<file path="config.mk">
export PLATFORM = sky130hd
export DESIGN_NAME = sram_arbiter_flat
export DESIGN_NICKNAME = d
export VERILOG_FILES = /design/src/rtl/sram_arbiter_if.sv /design/src/rtl/sram_arbiter.sv /design/src/flat_wrapper.sv
export SDC_FILE = /design/constraint.sdc
export NUM_CORES = 1
export LEC_CHECK = 0
export ABC_CLOCK_PERIOD_IN_PS = 4850
export BUFFER_PORTS_ARGS = -buffer_cell sky130_fd_sc_hd__buf_2
export CORE_ASPECT_RATIO = 1.4
export CORE_UTILIZATION = 50
export DETAILED_ROUTE_END_ITERATION = 7
export PLACE_DENSITY = 0.85
export SETUP_SLACK_MARGIN = 0.05
export SYNTH_ARGS = -nofsm -noshare
export SYNTH_HDL_FRONTEND = slang
export SYNTH_SLANG_ARGS = --single-unit
</file>
<file path="constraint.sdc">
create_clock -name clk -period 4.85 [get_ports clk]
set_input_delay 0.97 -clock clk [delete_from_list [all_inputs] [get_ports clk]]
set_output_delay 0.97 -clock clk [all_outputs]
set_load 0.05 [all_outputs]
</file>
<file path="src/rtl/sram_arbiter_if.sv">
// Bundle of the two requester ports and the SRAM controller command port
// handled by sram_arbiter.
interface sram_arbiter_if #(
  parameter int unsigned ADDR_W = 20,
  parameter int unsigned DATA_W = 8
);
  logic              req0;
  logic              rw0;
  logic [ADDR_W-1:0] addr0;
  logic [DATA_W-1:0] wdata0;
  logic              gnt0;
  logic              done0;
  logic [DATA_W-1:0] rdata0;

  logic              req1;
  logic              rw1;
  logic [ADDR_W-1:0] addr1;
  logic [DATA_W-1:0] wdata1;
  logic              gnt1;
  logic              done1;
  logic [DATA_W-1:0] rdata1;

  logic              mem;
  logic              rw;
  logic [ADDR_W-1:0] addr;
  logic [DATA_W-1:0] data2ram;
  logic              ready;
  logic [DATA_W-1:0] data2fpga;
  logic              busy;
  logic              err;

  modport slave (
    input  req0, rw0, addr0, wdata0, req1, rw1, addr1, wdata1, ready, data2fpga,
    output gnt0, done0, rdata0, gnt1, done1, rdata1, mem, rw, addr, data2ram, busy, err
  );

  modport master (
    output req0, rw0, addr0, wdata0, req1, rw1, addr1, wdata1, ready, data2fpga,
    input  gnt0, done0, rdata0, gnt1, done1, rdata1, mem, rw, addr, data2ram, busy, err
  );
endinterface

</file>
<file path="src/rtl/sram_arbiter.sv">
// Two-port arbiter in front of a single SRAM controller: latches the winning
// command, strobes mem for one cycle and tracks the controller's ready handshake.
module sram_arbiter #(
  parameter int unsigned ADDR_W       = 20,
  parameter int unsigned DATA_W       = 8,
  parameter int unsigned FIXED_PRI    = 0,
  parameter int unsigned BUSY_TIMEOUT = 16
) (
  input  logic          clk,
  input  logic          rst,
  sram_arbiter_if.slave bus
);
  localparam int unsigned CntW       = $clog2(BUSY_TIMEOUT + 1);
  localparam bit          RoundRobin = (FIXED_PRI == 0);

  typedef enum logic [1:0] {StIdle, StWaitBusy, StWaitDone} state_e;

  state_e            state_q, state_d;
  logic [CntW-1:0]   cnt_q, cnt_d;
  logic              last_q, last_d;
  logic              win_q, win_d;
  logic              mem_q, mem_d;
  logic              rw_q, rw_d;
  logic [ADDR_W-1:0] addr_q, addr_d;
  logic [DATA_W-1:0] wdata_q, wdata_d;
  logic              gnt0_q, gnt0_d, gnt1_q, gnt1_d;
  logic              done0_q, done0_d, done1_q, done1_d;
  logic [DATA_W-1:0] rdata0_q, rdata0_d, rdata1_q, rdata1_d;
  logic              busy_q, busy_d;
  logic              err_q, err_d;
  logic              pick1;

  // Port 1 wins alone, or on contention when round-robin and port 0 was served last.
  assign pick1 = bus.req1 & (~bus.req0 | (RoundRobin & ~last_q));

  always_comb begin
    state_d  = state_q;
    cnt_d    = cnt_q;
    last_d   = last_q;
    win_d    = win_q;
    mem_d    = 1'b0;
    rw_d     = rw_q;
    addr_d   = addr_q;
    wdata_d  = wdata_q;
    gnt0_d   = 1'b0;
    gnt1_d   = 1'b0;
    done0_d  = 1'b0;
    done1_d  = 1'b0;
    rdata0_d = rdata0_q;
    rdata1_d = rdata1_q;
    busy_d   = busy_q;
    err_d    = err_q;
    unique case (state_q)
      StIdle: begin
        if (bus.ready && (bus.req0 || bus.req1)) begin
          win_d   = pick1;
          rw_d    = pick1 ? bus.rw1 : bus.rw0;
          addr_d  = pick1 ? bus.addr1 : bus.addr0;
          wdata_d = pick1 ? bus.wdata1 : bus.wdata0;
          mem_d   = 1'b1;
          gnt0_d  = ~pick1;
          gnt1_d  = pick1;
          busy_d  = 1'b1;
          err_d   = 1'b0;
          cnt_d   = '0;
          state_d = StWaitBusy;
        end
      end
      StWaitBusy: begin
        if (!bus.ready) begin
          state_d = StWaitDone;
        end else if (cnt_q >= CntW'(BUSY_TIMEOUT - 1)) begin
          // Controller never accepted the strobe: abort, rdata untouched.
          done0_d = ~win_q;
          done1_d = win_q;
          err_d   = 1'b1;
          busy_d  = 1'b0;
          state_d = StIdle;
        end else begin
          cnt_d = cnt_q + CntW'(1);
        end
      end
      StWaitDone: begin
        if (bus.ready) begin
          done0_d = ~win_q;
          done1_d = win_q;
          if (rw_q && !win_q) rdata0_d = bus.data2fpga;
          if (rw_q && win_q)  rdata1_d = bus.data2fpga;
          busy_d  = 1'b0;
          last_d  = win_q;
          state_d = StIdle;
        end
      end
      default: state_d = StIdle;
    endcase
  end

  always_ff @(posedge clk) begin
    if (rst) begin
      state_q  <= StIdle;
      cnt_q    <= '0;
      last_q   <= 1'b1;
      win_q    <= 1'b0;
      mem_q    <= 1'b0;
      rw_q     <= 1'b1;
      addr_q   <= '0;
      wdata_q  <= '0;
      gnt0_q   <= 1'b0;
      gnt1_q   <= 1'b0;
      done0_q  <= 1'b0;
      done1_q  <= 1'b0;
      rdata0_q <= '0;
      rdata1_q <= '0;
      busy_q   <= 1'b0;
      err_q    <= 1'b0;
    end else begin
      state_q  <= state_d;
      cnt_q    <= cnt_d;
      last_q   <= last_d;
      win_q    <= win_d;
      mem_q    <= mem_d;
      rw_q     <= rw_d;
      addr_q   <= addr_d;
      wdata_q  <= wdata_d;
      gnt0_q   <= gnt0_d;
      gnt1_q   <= gnt1_d;
      done0_q  <= done0_d;
      done1_q  <= done1_d;
      rdata0_q <= rdata0_d;
      rdata1_q <= rdata1_d;
      busy_q   <= busy_d;
      err_q    <= err_d;
    end
  end

  assign bus.mem      = mem_q;
  assign bus.rw       = rw_q;
  assign bus.addr     = addr_q;
  assign bus.data2ram = wdata_q;
  assign bus.gnt0     = gnt0_q;
  assign bus.gnt1     = gnt1_q;
  assign bus.done0    = done0_q;
  assign bus.done1    = done1_q;
  assign bus.rdata0   = rdata0_q;
  assign bus.rdata1   = rdata1_q;
  assign bus.busy     = busy_q;
  assign bus.err      = err_q;
endmodule
</file>
<file path="src/flat_wrapper.sv">
// flat-port wrapper written by rule: the top's interface ports become plain ports
module sram_arbiter_flat 
#(
  parameter int unsigned ADDR_W       = 20,
  parameter int unsigned DATA_W       = 8,
  parameter int unsigned FIXED_PRI    = 0,
  parameter int unsigned BUSY_TIMEOUT = 16
)
  (clk, rst, bus_req0, bus_rw0, bus_addr0, bus_wdata0, bus_req1, bus_rw1, bus_addr1, bus_wdata1, bus_ready, bus_data2fpga, bus_gnt0, bus_done0, bus_rdata0, bus_gnt1, bus_done1, bus_rdata1, bus_mem, bus_rw, bus_addr, bus_data2ram, bus_busy, bus_err);
  sram_arbiter_if #(.ADDR_W(ADDR_W), .DATA_W(DATA_W)) bus_i ();
  input  logic clk;
  input  logic rst;
  input wire logic [$bits(bus_i.req0)-1:0] bus_req0;
  input wire logic [$bits(bus_i.rw0)-1:0] bus_rw0;
  input wire logic [$bits(bus_i.addr0)-1:0] bus_addr0;
  input wire logic [$bits(bus_i.wdata0)-1:0] bus_wdata0;
  input wire logic [$bits(bus_i.req1)-1:0] bus_req1;
  input wire logic [$bits(bus_i.rw1)-1:0] bus_rw1;
  input wire logic [$bits(bus_i.addr1)-1:0] bus_addr1;
  input wire logic [$bits(bus_i.wdata1)-1:0] bus_wdata1;
  input wire logic [$bits(bus_i.ready)-1:0] bus_ready;
  input wire logic [$bits(bus_i.data2fpga)-1:0] bus_data2fpga;
  output wire logic [$bits(bus_i.gnt0)-1:0] bus_gnt0;
  output wire logic [$bits(bus_i.done0)-1:0] bus_done0;
  output wire logic [$bits(bus_i.rdata0)-1:0] bus_rdata0;
  output wire logic [$bits(bus_i.gnt1)-1:0] bus_gnt1;
  output wire logic [$bits(bus_i.done1)-1:0] bus_done1;
  output wire logic [$bits(bus_i.rdata1)-1:0] bus_rdata1;
  output wire logic [$bits(bus_i.mem)-1:0] bus_mem;
  output wire logic [$bits(bus_i.rw)-1:0] bus_rw;
  output wire logic [$bits(bus_i.addr)-1:0] bus_addr;
  output wire logic [$bits(bus_i.data2ram)-1:0] bus_data2ram;
  output wire logic [$bits(bus_i.busy)-1:0] bus_busy;
  output wire logic [$bits(bus_i.err)-1:0] bus_err;
  assign bus_i.req0 = bus_req0;
  assign bus_i.rw0 = bus_rw0;
  assign bus_i.addr0 = bus_addr0;
  assign bus_i.wdata0 = bus_wdata0;
  assign bus_i.req1 = bus_req1;
  assign bus_i.rw1 = bus_rw1;
  assign bus_i.addr1 = bus_addr1;
  assign bus_i.wdata1 = bus_wdata1;
  assign bus_i.ready = bus_ready;
  assign bus_i.data2fpga = bus_data2fpga;
  assign bus_gnt0 = bus_i.gnt0;
  assign bus_done0 = bus_i.done0;
  assign bus_rdata0 = bus_i.rdata0;
  assign bus_gnt1 = bus_i.gnt1;
  assign bus_done1 = bus_i.done1;
  assign bus_rdata1 = bus_i.rdata1;
  assign bus_mem = bus_i.mem;
  assign bus_rw = bus_i.rw;
  assign bus_addr = bus_i.addr;
  assign bus_data2ram = bus_i.data2ram;
  assign bus_busy = bus_i.busy;
  assign bus_err = bus_i.err;
  sram_arbiter #(.ADDR_W(ADDR_W), .DATA_W(DATA_W), .FIXED_PRI(FIXED_PRI), .BUSY_TIMEOUT(BUSY_TIMEOUT)) u_core (.clk(clk), .rst(rst), .bus(bus_i));
endmodule
</file>
==> summary.txt, run 1 <==
Status -> complete, no violations
Synthesized area -> 0.00266 mm2
Minimum clock period -> 2.38 ns
Initial DRC Count -> 134
Max_slew headroom -> 32.8%
Setup bufs post-CTS -> 0
Final Hold Fails -> 0
Post-DR vias/cell -> 5.17
MaxCap Viol Count -> 0
# setup viols final -> 0
Top layer in use -> met4
Critical path depth -> 5
Skew-Pair Late Insertion Delay -> 0.33 ns
Worst EP arrival -> 2.61 ns
Antenna Violating Nets Remaining -> 0
First-pass GRT wire length -> 9460 um
Die Width -> 63.7 um
Startpoint class of the critical path -> input pin
M1 wire length -> 2420 um
Top cell family by delay on the critical path -> compound AO/OA/AOI/OAI gates
Total wire length -> 6200 um
Syn. warnings -> 0
Initial core utilization -> 51.6%
Reg2reg start -> u_core.state_q[0]
CP cell instances -> buf_2 -> o211a_1 -> buf_4 -> nor2_1 -> a211oi_1
Drt drc -> 0
Routed len/inst -> 13.1 um
CTS tree -> done
Worst Reg-to-Reg Cells -> 6
CP bufs+invs -> 2
Die Span Y -> 88.4 um
Pwr Total -> 1.53 mW
Worst path max stage delay -> 0.72 ns
Max Fanout on Critical Path -> 30
Final Cycle Share -> 49.1%
Post_cts resized -> 0
Vias in the first global route -> 2,170
CTS sink count -> 61
# fillers -> 442
Ys flop type -> dfxtp_1
Total power divided by cell area -> 437 mW/mm2
Largest net degree at the start of global routing -> 59
Synth Area per Inst -> 9.41 um2
Clk buf depth -> 2
Setup slack, reg-to-reg -> 2.55 ns
Nets@finish -> 478
Hold path depth -> 2
Slowest cell on crit path -> o211a_1
Asr flop ratio synth -> 0%
Crit. Startpoint -> bus_ready
ANT cells -> 0
Area Overhead vs Synth -> 31.3%
Leak pwr -> 1.58 nW
Worst Setup EP -> u_core.bus.data2ram[5]
Grt total ovfl -> 0
Finished Layout Cells -> 472
Final Wtd Congestion -> 0.840
VDD IR-drop max -> 253 uV
CP Capture Type -> flip-flop
Seq cells post-synth -> 61
Crit Path Class -> input pin to flip-flop
Pre-Repair DR Iteration Count -> 4
Final HPWL DP -> 4540 um
Worst slew pin tran -> 1.01 ns
Slew Viols, Final -> 0
Register area share after synthesis -> 45.8%
Clk pin slew, worst setup/hold paths -> 0.07 ns
Final Skew -> 0.00665 ns
FP Rows -> 31
Critical Path RT -> 5.08 ns
Yosys cell types -> 41
Hold_buf cts -> 0
Initial antenna violation count -> 0
RSZ-0062 raised after global routing -> false
Met2 WL post-DR -> 3210 um
Core area -> 0.00516 mm2
Post-synthesis instance total -> 283
Clock root buffer -> clkbuf_8
DR WL met3 -> 440 um
Reg-to-reg endpoint -> u_core.bus.data2ram[5]
Ratio of cells with drive above 1 in the final layout -> 36.5%
Ports -> 123
H-tree depth -> 3
TritonCTS buffer count -> 9
Net Count, Synth -> 360
Die ar. -> 0.00563 mm2
Vias -> 2,440
Placed cells -> 456
Hold Path Class -> flip-flop to flip-flop
I/O Buffers -> 122
EDFF count, synth -> 0
Setup TNS -> 0 ns
Total GRT Usage -> 22.1%
Maximum clock rate -> 0.420 GHz
[stage by stage]
step	util, %	setup WS (ns)	area [um2]	hold slack [ns]
final	67.8	2.47	3500	0.452
after global routing	67.8	2.25	3500	0.475
after CTS	67.8	2.48	3500	0.454
after detailed placement	63.4	2.15	3270	0.445
after global placement	63.4	2.25	3270	0.440
after floorplan	-	2.80	2660	0.456
[power breakdown]
part | internal (mW) | switching [mW] | leakage [nW]
registers | 0.552 | 0.0297 | 0.499
clock network | 0.316 | 0.188 | 0.116
logic | 0.138 | 0.306 | 0.969
[layer usage]
layer	vias up	GRT usage, %
met2	108	39.6
met4	0	13.4
met3	12	5.28
met1	1086	23.5
li1	1234	-
met5	-	0
[synth_stat cells (2+ instances only)]
master      n  area, um2
a211oi_1   28        210
a21oi_1    19       95.1
buf_2       4       20.0
buf_6       4       45.0
clkbuf_1    9       33.8
dfxtp_1    61       1220
ha_1        6       75.1
inv_1       6       22.5
mux2i_1    30        300
nand2_1    37        139
nand2b_1    4       25.0
nor2_1     38        143
nor2b_1     3       18.8
nor3_1      2       10.0
nor4_1      3       18.8
o21ai_0     2       10.0
o21bai_1    2       15.0
o2bb2ai_1   2       17.5
[logic make-up (layout without fill, tap and decap cells)]
family,Yosys count,count (layout),share of synthesized area (%)
muxes,31,31,11.8
buffers and inverters,23,146,4.56
DFF,61,61,45.8
adders and majority gates,6,6,2.82
AOI/OAI and AO/OA,64,64,17.1
and+or+nand+nor,98,98,17.9
[cell usage in the layout (no fill, tap or decap), types with 4 or more instances in the layout]
cell type / instances
dfxtp_1: 61
nand2_1: 37
nor2_1: 38
nand2b_1: 4
buf_2: 122
inv_1: 6
a21oi_1: 19
mux2i_1: 30
a211oi_1: 28
ha_1: 6
clkbuf_8: 11
[worst min-delay path, delay by kind of cell, from the launching register on]
family / cells / cell delay, ns
compound gates: 1 / 0.05
flops: 1 / 0.31
simple gates: 1 / 0.05
[layout make-up]
cell class | instances | area (um2) | share of cell area (%)
timing repair buffer | 124 | 626 | 17.9
inverter | 6 | 22.5 | 0.644
tap | 66 | 82.6 | 2.36
clock inverter | 4 | 70.1 | 2.00
sequential | 61 | 1220 | 34.9
multi-input combinational | 199 | 1320 | 37.8
clock buffer | 12 | 155 | 4.43
[state kept, by name (all words and copies together), names as in the netlist, 2 cells and up]
| name | count |
|---|---|
| u_core.bus.addr | 20 |
| u_core.bus.data2ram | 8 |
| u_core.bus.rdata0 | 8 |
| u_core.bus.rdata1 | 8 |
| u_core.cnt_q | 5 |
| u_core.state_q | 2 |
[worst min path at each step]
stage / startpoint / end / slack [ns]
6_report: u_core.bus.rdata1[4] / u_core.bus.rdata1[4] / 0.45
5_1_grt: u_core.bus.rdata1[4] / u_core.bus.rdata1[4] / 0.48
3_3_place_gp: u_core.bus.rdata0[4] / u_core.bus.rdata0[4] / 0.44
2_1_floorplan: u_core.cnt_q[3] / u_core.cnt_q[3] / 0.46
3_5_place_dp: u_core.bus.rdata0[3] / u_core.bus.rdata0[3] / 0.45
4_1_cts: u_core.bus.rdata0[3] / u_core.bus.rdata0[3] / 0.45
Note: power is estimated with default switching activity, not from simulation.
==> run 2: changes to the inputs <==
Settings changed: ABC_AREA from default to 1, ABC_CLOCK_PERIOD_IN_PS 4850 to 2400, CORE_UTILIZATION 50 to 45, PLACE_DENSITY 0.85 to 0.79.
Clock period 4.85 ns to 2.4 ns, I/O delays scaled along.
==> summary.txt, run 2 <==
Clk pin slew, worst setup/hold paths -> 0.07 ns (about the same)
Leak pwr -> 1.70 nW (+7.1%)
Total wire length -> 5960 um (-3.8%)
Initial antenna violation count -> 0 (unchanged)
Most frequent cells in the layout -> buf_2 (122), nand2_1 (108), dfxtp_1 (61)
Syn. warnings -> 0 (unchanged)
Synth Area in Compound Gates -> 6.88% (-10 points)
Maximum clock rate -> 0.552 GHz
CP cell instances -> ha_1 -> nand2_1 -> nor2_1 -> ha_1 -> nor2_1 -> nand2_1 -> nand2_1 -> nand3_1 -> nand2_1 -> nand2_1 -> nor2_1
Post-DR vias/cell -> 4.86 (-6.1%)
Asr flop ratio synth -> 0% (unchanged)
Final Cycle Share -> 75.4%
Net Count, Synth -> 412 (+14%)
Die Width -> 64.6 um (+1.5%)
Initial DRC Count -> 148 (+10%)
Worst path max stage delay -> 0.35 ns (-0.37 ns)
Slew Viols, Final -> 0 (unchanged)
Grt total ovfl -> 0 (unchanged)
Area Overhead vs Synth -> 34.0%
Pre-Repair DR Iteration Count -> 5 (+1)
FP Rows -> 31 (unchanged)
Skew-Pair Late Insertion Delay -> 0.33 ns (about the same)
Place WS -> 0.616 ns (-1.54 ns)
ANT cells -> 0 (unchanged)
Top-area cell type share of the netlist area -> 49.4% (+3.5 points)
Main combinational cell family by area after synthesis -> simple AND/OR/NAND/NOR gates
Routed len/inst -> 11.3 um (-14%)
Ys flop type -> dfxtp_1
Ports -> 123 (unchanged)
# setup viols final -> 0 (unchanged)
Startpoint class of the critical path -> flip-flop
Synth Area per Inst -> 7.38 um2 (-22%)
Max_slew headroom -> 67.7% (+35 points)
Yosys cell types -> 23 (-44%)
Drt drc -> 0 (unchanged)
Post-Synth Adder-Cell Area -> 3.04% (+0.22 points)
Post_cts resized -> 0 (unchanged)
Ratio of cells with drive above 1 in the final layout -> 32.0% (-4.4 points)
Post-Synth XOR/XNOR Area -> 0% (unchanged)
CP Capture Type -> flip-flop
Hold_buf cts -> 0 (unchanged)
Vias in the first global route -> 2,390 (+10%)
Final Wtd Congestion -> 0.913 (+8.8%)
Seq cells post-synth -> 61 (unchanged)
Worst EP arrival -> 2.07 ns (-0.54 ns)
Die ar. -> 0.00580 mm2 (+3.0%)
Synth area leader -> dfxtp_1
MaxCap Viol Count -> 0 (unchanged)
RSZ-0062 raised after global routing -> false
Commonest non-fill, non-tap cell in the layout -> buf_2
Synth Area in Simple Gates -> 34.7% (+17 points)
Register area share after synthesis -> 49.4% (+3.5 points)
First-pass GRT wire length -> 10,100 um (+6.3%)
Final WS setup -> 0.590 ns (-1.88 ns)
Area contributors post-synth -> dfxtp_1 (49%), nand2_1 (16%), nor2_1 (7.4%)
Commonest cells in the netlist -> nand2_1 (108), dfxtp_1 (61), nor2_1 (49), nand3_1 (35), o21ai_0 (19)
Core area -> 0.00524 mm2 (+1.5%)
Max Fanout on Critical Path -> 5 (-83%)
Total power divided by cell area -> 820 mW/mm2 (+88%)
Setup bufs post-CTS -> 0 (unchanged)
Crit Path Class -> flip-flop to flip-flop
Minimum clock period -> 1.81 ns
Slowest cell on crit path -> dfxtp_1
VDD IR-drop max -> 448 uV (+77%)
CTS sink count -> 61 (unchanged)
Antenna Violating Nets Remaining -> 0 (unchanged)
Initial core utilization -> 47.2% (-4.4 points)
Hold Path Class -> input pin to flip-flop
I/O Buffers -> 122 (unchanged)
Multiplexer share of the synthesized area -> 0% (-12 points)
Post-synthesis instance total -> 335 (+18%)
Largest net degree at the start of global routing -> 30 (-49%)
Critical Path RT -> 2.66 ns (-2.42 ns)
Final HPWL DP -> 4490 um (-1.1%)
Final Hold Fails -> 0 (unchanged)
Setup TNS -> 0 ns (unchanged)
EDFF count, synth -> 0 (unchanged)
Clock root buffer -> clkbuf_8
Status -> complete, no violations
Synthesized area -> 0.00247 mm2 (-7.2%)
Worst path most repeated cell -> nand2_1
H-tree depth -> 3 (unchanged)
Final Skew -> 0.00997 ns (+0.00332 ns)
Pwr Total -> 2.72 mW (+78%)
Die Span Y -> 89.7 um (+1.5%)
Clk buf depth -> 2 (unchanged)
Worst slew pin tran -> 0.484 ns (-0.524 ns)
Nets@finish -> 535 (+12%)
TritonCTS buffer count -> 9 (unchanged)
Top-count cell post-synth -> nand2_1
Vias -> 2,564 (+5.1%)
Number of flip-flops in the largest register -> 20 (unchanged)
CTS tree -> done
Total GRT Usage -> 22.0% (-0.098 points)
run 2: cell count changes in the layout (fill, tap and decap cells not counted), moves of 11 or more:
| cell | before | now |
|---|---|---|
| a211oi_1 | 28 | 0 |
| nor2_1 | 38 | 49 |
| inv_1 | 6 | 17 |
| nand3_1 | 1 | 35 |
| o21ai_0 | 2 | 19 |
| nand2_1 | 37 | 108 |
| a21oi_1 | 19 | 7 |
| mux2i_1 | 30 | 0 |
run 2: metal layers:
layer	vias to the layer above	track usage (%)	share of wire (%)
li1	1316	-	-
met1	1117	23.9	41
met2	116	38.2	49
met3	15	4.70	7.3
met4	0	13.3	3.0
met5	-	0	0
run 2: area by class of cell:
| class | count | area [um2] |
|---|---|---|
| clock inverter | 4 | 47.5 |
| timing repair buffer | 124 | 626 |
| tap | 66 | 82.6 |
| sequential | 61 | 1220 |
| inverter | 20 | 75.1 |
| multi-input combinational | 242 | 1110 |
| clock buffer | 11 | 151 |
| fill | 484 | 1920 |
run 2: power breakdown:
| part | switching (mW) | internal, mW |
|---|---|---|
| sequential | 0.0520 | 1.10 |
| combinational | 0.480 | 0.189 |
| clock | 0.369 | 0.526 |
run 2: final timing paths:
path,from,endpoint,slack (ns),cells past startpoint
worst max-delay path,u_core.cnt_q[0],u_core.cnt_q[4],0.59,11
worst min-delay path,bus_addr1[5],u_core.bus.addr[5],0.34,3
worst max register to register,u_core.cnt_q[0],u_core.cnt_q[4],0.59,11
worst min register to register,u_core.bus.addr[3],u_core.bus.addr[3],0.47,2
run 2: logic make-up after synthesis:
kind of cell / count (synthesis)
buffers and inverters: 32
DFF: 61
adders and majority gates: 6
AOI/OAI and AO/OA: 31
and+or+nand+nor: 205
run 2: worst max-delay path: cells and delay by family, from the launching register on:
family	cells	cell delay, ns
AND/OR/NAND/NOR	9	0.99
adder cells (fa/ha/maj)	2	0.40
flip-flops	1	0.35
run 2: stage by stage:
step | util [%] | hold slack (ns) | cells | instance area, um2
2_1_floorplan | - | 0.400 | 335 | 2470
3_3_place_gp | 59.5 | 0.448 | 513 | 3110
3_5_place_dp | 59.5 | 0.449 | 513 | 3110
4_1_cts | 63.2 | 0.333 | 528 | 3310
5_1_grt | 63.2 | 0.344 | 528 | 3310
6_report | 63.2 | 0.344 | 528 | 3310
==> run 3: changes to the inputs <==
Settings changed: ABC_CLOCK_PERIOD_IN_PS 2400 to 1800.
Clock period 2.4 ns to 1.8 ns, I/O delays scaled along.
==> summary.txt, run 3 (synthesized netlist as in run 2, its figures left out) <==
Ratio of cells with drive above 1 in the final layout -> 32.5% (+0.44 points)
MaxCap Viol Count -> 0 (unchanged)
First-pass GRT wire length -> 9970 um (-0.83%)
Nets@finish -> 537 (+0.37%)
Die Span Y -> 89.7 um (unchanged)
Most frequent cells in the layout -> buf_2 (122), nand2_1 (105), dfxtp_1 (61)
Die Width -> 64.6 um (unchanged)
VDD IR-drop max -> 784 uV (+75%)
Drt drc -> 0 (unchanged)
Max_slew headroom -> 76.4% (+8.8 points)
Hold Path Class -> input pin to flip-flop
RSZ-0062 raised after global routing -> false
Number of flip-flops in the largest register -> 20 (unchanged)
Antenna Violating Nets Remaining -> 0 (unchanged)
Setup TNS -> 0 ns (unchanged)
Worst slew pin tran -> 0.350 ns (-0.134 ns)
Skew-Pair Late Insertion Delay -> 0.33 ns (about the same)
Vias -> 2,593 (+1.1%)
Vias in the first global route -> 2,407 (+0.71%)
Grt total ovfl -> 0 (unchanged)
Area of the multi-input gates -> 0.00114 mm2 (+2.5%)
Final Hold Fails -> 0 (unchanged)
CTS tree -> done
Clk pin slew, worst setup/hold paths -> 0.07 ns (about the same)
I/O Buffers -> 122 (unchanged)
# fillers -> 466 (-3.7%)
Initial DRC Count -> 99 (-33%)
H-tree depth -> 3 (unchanged)
Startpoint class of the critical path -> flip-flop
Hold_buf cts -> 0 (unchanged)
Initial core utilization -> 47.2% (unchanged)
Placed cells -> 515 (+0.39%)
# setup viols final -> 0 (unchanged)
Clock root buffer -> clkbuf_8
Final WS setup -> 0.194 ns (-0.396 ns)
CP Capture Type -> flip-flop
Worst EP arrival -> 1.84 ns (-0.23 ns)
Total GRT Usage -> 22.3% (+0.25 points)
Post-DR vias/cell -> 4.88 (+0.56%)
Status -> complete, no violations
Total wire length -> 6070 um (+1.7%)
Critical Path RT -> 2.03 ns (-0.63 ns)
Maximum clock rate -> 0.623 GHz (+13%)
Max Fanout on Critical Path -> 5 (unchanged)
Clk buf depth -> 2 (unchanged)
Ports -> 123 (unchanged)
TritonCTS buffer count -> 9 (unchanged)
Place WS -> 0.00940 ns (-0.607 ns)
CTS sink count -> 61 (unchanged)
Final Cycle Share -> 89.2% (+14 points)
Reg area -> 0.00122 mm2 (unchanged)
Minimum clock period -> 1.61 ns (-0.204 ns)
Finished Layout Cells -> 531 (+0.57%)
Initial antenna violation count -> 0 (unchanged)
Pwr Total -> 3.63 mW (+34%)
FP Rows -> 31 (unchanged)
Commonest non-fill, non-tap cell in the layout -> buf_2
Leak pwr -> 1.71 nW (+0.77%)
Slew Viols, Final -> 0 (unchanged)
Die ar. -> 0.00580 mm2 (unchanged)
Pre-Repair DR Iteration Count -> 4 (-1)
Final HPWL DP -> 4480 um (-0.30%)
Final Skew -> 0.00614 ns (-0.00383 ns)
Routed len/inst -> 11.4 um (+1.2%)
Largest net degree at the start of global routing -> 30 (unchanged)
Crit Path Class -> flip-flop to flip-flop
ANT cells -> 0 (unchanged)
Total power divided by cell area -> 1080 mW/mm2 (+32%)
Final Wtd Congestion -> 0.892 (-2.3%)
Fin util -> 64.3% (+1.1 points)
Area Overhead vs Synth -> 36.3%
Core area -> 0.00524 mm2 (unchanged)
==> run 3: cell types whose count changed in the layout (fill, tap and decap cells not counted), sizes merged <==
cell	previous run	this run
buf	124	126
clkbuf	11	15
clkinv	2	0
clkinvlp	1	0
==> run 3: path summary, 6_finish.rpt <==
check / to / cells past startpoint / slack (ns) / start
hold reg to reg: u_core.bus.done0 / 1 / 0.42 / u_core.win_q
setup reg to reg: u_core.cnt_q[4] / 10 / 0.19 / u_core.cnt_q[0]
setup / recovery: u_core.cnt_q[4] / 10 / 0.19 / u_core.cnt_q[0]
hold / removal: u_core.bus.addr[6] / 3 / 0.22 / bus_addr1[6]
==> run 3: routing by layer <==
metal,track usage (%),wire (um),vias to the layer above
li1,-,-,1317
met1,22.5,2350,1161
met2,40.1,3070,107
met3,8.12,548,8
met4,9.26,100,0
met5,0,0,-
==> run 3: through the flow <==
step	hold slack (ns)	instance area, um2
after global placement	0.418	3150
after CTS	0.207	3340
after global routing	0.216	3370
after floorplan	0.400	2470
final	0.218	3370
after detailed placement	0.415	3150
==> run 3: where the power goes <==
group | total [mW] | leakage [nW] | switching, mW | internal (mW)
combinational | 0.942 | 1.12 | 0.666 | 0.275
clock | 1.16 | 0.0919 | 0.479 | 0.681
sequential | 1.53 | 0.497 | 0.0669 | 1.47
==> run 3: critical path, cell delays in order, from the launching register on <==
cell and delay [ns]:
dfxtp_1 0.35, ha_1 0.22, nand2_1 0.08, nor2_1 0.04
ha_1 0.20, nor2_4 0.12, nand2_2 0.09, nand2_2 0.14
nand3_4 0.11, nor2_1 0.11, nor2_1 0.05
==> run 3: final cells by class <==
cell class | instances | area share, %
Multi-Input combinational cell | 242 | 33.7
Clock inverter | 1 | 0.891
Timing Repair Buffer | 126 | 19.8
Tap cell | 66 | 2.45
Inverter | 20 | 2.30
Sequential cell | 61 | 36.2
Clock buffer | 15 | 4.64
==> run 3: timing repair <==
item                       CTS  global route
buffers inserted             0             0
gates resized for setup      1             8
hold endpoints to repair     0             0
setup endpoints to repair    4            34
